==> src/rtl/pipeline_ctrl.sv <==
`default_nettype none
// ============================================================================
// Module      : pipeline_ctrl
// Description : Stage-register load/flush control for a five-stage pipeline.
//               It freezes every stage while an instruction fetch or a data
//               access is still outstanding. Responses that arrive during a
//               freeze are remembered so the memory is not asked again. When
//               the pipeline is free to move, a taken branch flushes the two
//               youngest stages. A load-use hazard holds PC and IF/ID and
//               puts a bubble into ID/EX. A saturating counter records the
//               number of cycles lost to memory stalls.
// Revision    : 1.0 - initial release
// ============================================================================
module pipeline_ctrl (
  input  logic        clk,
  input  logic        rst,
  input  logic        imem_read,
  input  logic        imem_resp,
  input  logic        dmem_access,
  input  logic        dmem_resp,
  input  logic        load_use,
  input  logic        br_taken,
  output logic        load_pc,
  output logic        load_if_id,
  output logic        load_id_ex,
  output logic        load_ex_mem,
  output logic        load_mem_wb,
  output logic        flush_if_id,
  output logic        flush_id_ex,
  output logic        imem_hold,
  output logic        dmem_hold,
  output logic [31:0] stall_count,
  output logic        state
);

  typedef enum logic [0:0] {
    ST_RUN      = 1'b0,
    ST_MEM_WAIT = 1'b1
  } state_t;

  localparam logic [31:0] C_STALL_MAX = 32'hFFFF_FFFF;

  state_t      r_state;
  logic        r_i_done;
  logic        r_d_done;
  logic [31:0] r_stall_count;

  logic        w_i_ok;
  logic        w_d_ok;
  logic        w_ready;

  // Each side is satisfied if it asks for nothing, or if it is answered now,
  // or if it was answered during an earlier frozen cycle.
  assign w_i_ok  = !imem_read   | imem_resp | r_i_done;
  assign w_d_ok  = !dmem_access | dmem_resp | r_d_done;
  assign w_ready = w_i_ok & w_d_ok;

  // State register, remembered responses and stall counter. Reset takes
  // priority over everything, so an interrupted wait leaves nothing behind.
  always_ff @(posedge clk) begin
    if (rst) begin
      r_state       <= ST_RUN;
      r_i_done      <= 1'b0;
      r_d_done      <= 1'b0;
      r_stall_count <= '0;
    end else if (!w_ready) begin
      r_state  <= ST_MEM_WAIT;
      r_i_done <= r_i_done | (imem_read & imem_resp);
      r_d_done <= r_d_done | (dmem_access & dmem_resp);
      if (r_stall_count != C_STALL_MAX) begin
        r_stall_count <= r_stall_count + 32'd1;
      end
    end else begin
      r_state  <= ST_RUN;
      r_i_done <= 1'b0;
      r_d_done <= 1'b0;
    end
  end

  // Load and flush enables. These are combinational on ready, so the stages
  // move in the same cycle that the last response arrives. Hazard inputs are
  // looked at only on a ready cycle. A flush is raised only together with
  // the load of the same stage.
  always_comb begin
    load_pc     = 1'b0;
    load_if_id  = 1'b0;
    load_id_ex  = 1'b0;
    load_ex_mem = 1'b0;
    load_mem_wb = 1'b0;
    flush_if_id = 1'b0;
    flush_id_ex = 1'b0;
    if (!rst && w_ready) begin
      load_id_ex  = 1'b1;
      load_ex_mem = 1'b1;
      load_mem_wb = 1'b1;
      if (br_taken) begin
        load_pc     = 1'b1;
        load_if_id  = 1'b1;
        flush_if_id = 1'b1;
        flush_id_ex = 1'b1;
      end else if (load_use) begin
        flush_id_ex = 1'b1;
      end else begin
        load_pc    = 1'b1;
        load_if_id = 1'b1;
      end
    end
  end

  // A remembered response tells the memory side not to issue the request
  // again. This indication is masked while reset is asserted.
  assign imem_hold   = !rst & r_i_done;
  assign dmem_hold   = !rst & r_d_done;

  assign stall_count = r_stall_count;
  assign state       = r_state;

endmodule
`default_nettype wire

==> config.mk <==
export PLATFORM = sky130hd
export DESIGN_NAME = pipeline_ctrl
export DESIGN_NICKNAME = d
export VERILOG_FILES = /design/src/rtl/pipeline_ctrl.sv
export SDC_FILE = /design/constraint.sdc
export NUM_CORES = 1
export LEC_CHECK = 0
export CAP_MARGIN = 20
export CORE_UTILIZATION = 48
export DETAILED_ROUTE_END_ITERATION = 16
export PLACE_DENSITY = 0.79
export SYNTH_ARGS = -nofsm -noshare
export SYNTH_HDL_FRONTEND = slang
export SYNTH_SLANG_ARGS = --single-unit
==> constraint.sdc <==
create_clock -name clk -period 3.1 [get_ports clk]
set_clock_uncertainty 0.1 [all_clocks]
set_input_delay 0.775 -clock clk [delete_from_list [all_inputs] [get_ports clk]]
set_output_delay 0.775 -clock clk [all_outputs]
set_load 0.02 [all_outputs]
==> flow_summary.toml <==
[run_status]
status = "completed"

[timing]
setup_tns_ps = 0
fmax_mhz = 322.6
setup_violations = 0
hold_ws_ps = 413.6
period_share_pct = 100.0
worst_pin_slew_ps = 545.1
slew_headroom_pct = 63.32
min_period_ps = 3100
hold_viol = 0
grt_setup_unrepaired = "yes"
drv_slew = 0

[clock_network]
cts_root_buf = "clkbuf_8"
postCtsSetupBuffers = 0
cts_tree = "done"
cts_buffer_depth = 2
htreeDepth = 2
insertion_delay_ps = 290
path_clk_slew_ps = 60
cts_inserted_buffers = 5
cts.sinks = 35

[floorplan]
dieArea_um2 = 4129
die_w_um = 64.26
std_cell_rows = 22
die_h_um = 64.26
core-area_um2 = 3689
initial_core_util_pct = 50.44
ios = 50

[placement]
gp_congestion = 0.8716
numPortBuffers = 49
dp_hpwl_um = 3261

[synth]
synthArstFlopShare_pct = 0
seq_area_frac_synth_pct = 37.66
ys_ff_latch = 35
synthFlopType = "dfxtp_1"
synth_cell_types = 41
synthCells = 223
synth_edf_count = 0
yosysWarnings = 0
synth_nets = 232
syn_area_per_cell_um2 = 8.343
syn_area_um2 = 1861

[pwr]
p_int_mw = 0.7032
power_frac_comb_pct = 10.8
clkPwrFrac_pct = 39.3
p_sw_mw = 0.2168
p_per_area_nw_per_um2 = 362.2
p_sw_share_pct = 23.57
ir_worst_vdd_uv = 284.4
power_leakage_nw = 0.8374
pwr-share-seq_pct = 50.0

[grt]
first_global_vias = 1680
grt-ovfl-total = 0
grt_pass1_wl_um = 7672
grt_max_degree = 30
antenna_found_initial = 0
grt_use_total_pct = 23.56

[drt]
ant_nets = 0
viasPerCell = 5.631
wl_per_cell_um = 13.82
drt-total-wl_um = 4533
drt_iter0_drc = 137
vias = 1847
drc = 0
first_pass_iters = 4

[critical_path]
critPathLaunch = "imem_read"
worstPathArrival_ps = 2220
crit_path_end_kind = "output pin"
critPathKind = "in -> out"
critPathRequiredTime_ps = 2220
path_max_fanout = 3
start_kind = "input pin"
r2r_start = "stall_count[16]"

[cells_and_area]
seq_area_um2 = 700.7
layout_common_cells = "clkdlybuf4s50_1, dfxtp_1, a21oi_1"
fillers = 341
drive_above_1_share_pct = 12.86
antenna_cells = 0
areaGrowthSynthToFinish_pct = 36.52
mostFrequentLayoutCell = "clkdlybuf4s50_1"
final_core_util_pct = 68.86
fin_nets = 288
multi_input_area_um2 = 1075

[worst_hold_path]
hp-class = "reg -> reg"
hp-start = "stall_count[15]"

[flow_run]
cap_viol_max_count = 0
synth_stat cells, types with 2 or more instances:
cell type | count | share of area (%)
nor3_1 | 7 | 1.9
xnor2_1 | 3 | 1.4
mux2_2 | 2 | 1.2
nand3_1 | 11 | 3.0
nand4_1 | 11 | 3.7
and4_1 | 5 | 2.4
a21oi_1 | 23 | 6.2
inv_1 | 4 | 0.81
o31ai_1 | 11 | 4.4
or2_2 | 4 | 1.3
clkbuf_1 | 5 | 1.0
or3_1 | 10 | 3.4
nor2_1 | 14 | 2.8
nor4_1 | 4 | 1.3
buf_6 | 2 | 1.2
and2_1 | 3 | 1.0
buf_4 | 3 | 1.2
nor2b_1 | 8 | 2.7
nor3b_1 | 3 | 1.2
dfxtp_1 | 35 | 38
or4_1 | 11 | 4.4
nand2_1 | 14 | 2.8
o21ai_0 | 12 | 3.2
final timing paths:
| check | endpoint | slack (ps) | depth (start not counted) |
|---|---|---|---|
| setup reg to reg | stall_count[1] | 470 | 7 |
| hold reg to reg | stall_count[15] | 410 | 2 |
| setup / recovery | load_if_id | 0.03 | 5 |
| hold / removal | stall_count[15] | 410 | 2 |
power groups by stage:
stage | Combinational (mW) | Sequential, mW | Clock [mW]
5_1_grt | 0.107 | 0.460 | 0.391
2_1_floorplan | 0.0533 | 0.474 | 0
3_5_place_dp | 0.101 | 0.470 | 0
4_1_cts | 0.0992 | 0.460 | 0.363
6_report | 0.0990 | 0.460 | 0.361
3_3_place_gp | 0.0998 | 0.470 | 0
metal layers:
layer | vias to the layer above | track usage [%] | wire length, um
met4 | 0 | 9.722 | 46
met5 | - | 0 | 0
li1 | 957 | - | -
met3 | 6 | 4.821 | 212
met2 | 42 | 36.05 | 2098
met1 | 842 | 31.89 | 2175
registers in the layout, summed over array words and instances, names as in the netlist:
register     cells
r_i_done         1
state            1
stall_count     32
r_d_done         1
timing repair:
action / 4_1_cts / 5_1_grt
gates resized for setup: 22 / 2
hold buffers: 0 / 0
setup endpoints to repair: 7 / 9
worst max-delay path, stage by stage:
cell and delay (ps):
clkdlybuf4s50_1 410, nor3b_1 150, or2_2 330, nor3_1 210, dlygate4sd1_1 340
final cells by class:
class	count	area share (%)
sequential	35	27.59
clock buffer	8	3.941
inverter	4	0.5911
timing repair buffer	61	23.20
tap	48	2.365
multi-input combinational	172	42.32
stage by stage:
stage | setup WS [ps] | total power [mW] | cells | cell area, um2
5_1_grt | -76.82 | 0.9585 | 328 | 2540
4_1_cts | -0.5562 | 0.9224 | 328 | 2535
2_1_floorplan | 39.57 | 0.5277 | 223 | 1861
3_5_place_dp | -389.8 | 0.5710 | 320 | 2429
6_report | 0.02776 | 0.9200 | 328 | 2540
3_3_place_gp | -377.0 | 0.5698 | 320 | 2429
kinds of logic (layout without fill, tap and decap cells):
family | count (synthesis) | after routing | synth area share (%)
simple gates | 109 | 109 | 34.43
compound gates | 54 | 54 | 18.09
flops | 35 | 35 | 37.66
buf+inv | 16 | 73 | 4.707
xor+xnor | 4 | 4 | 1.883
mux | 4 | 4 | 2.555
fa+ha+maj | 1 | 1 | 0.6724
No activity file was read; power rests on OpenSTA's default activity.
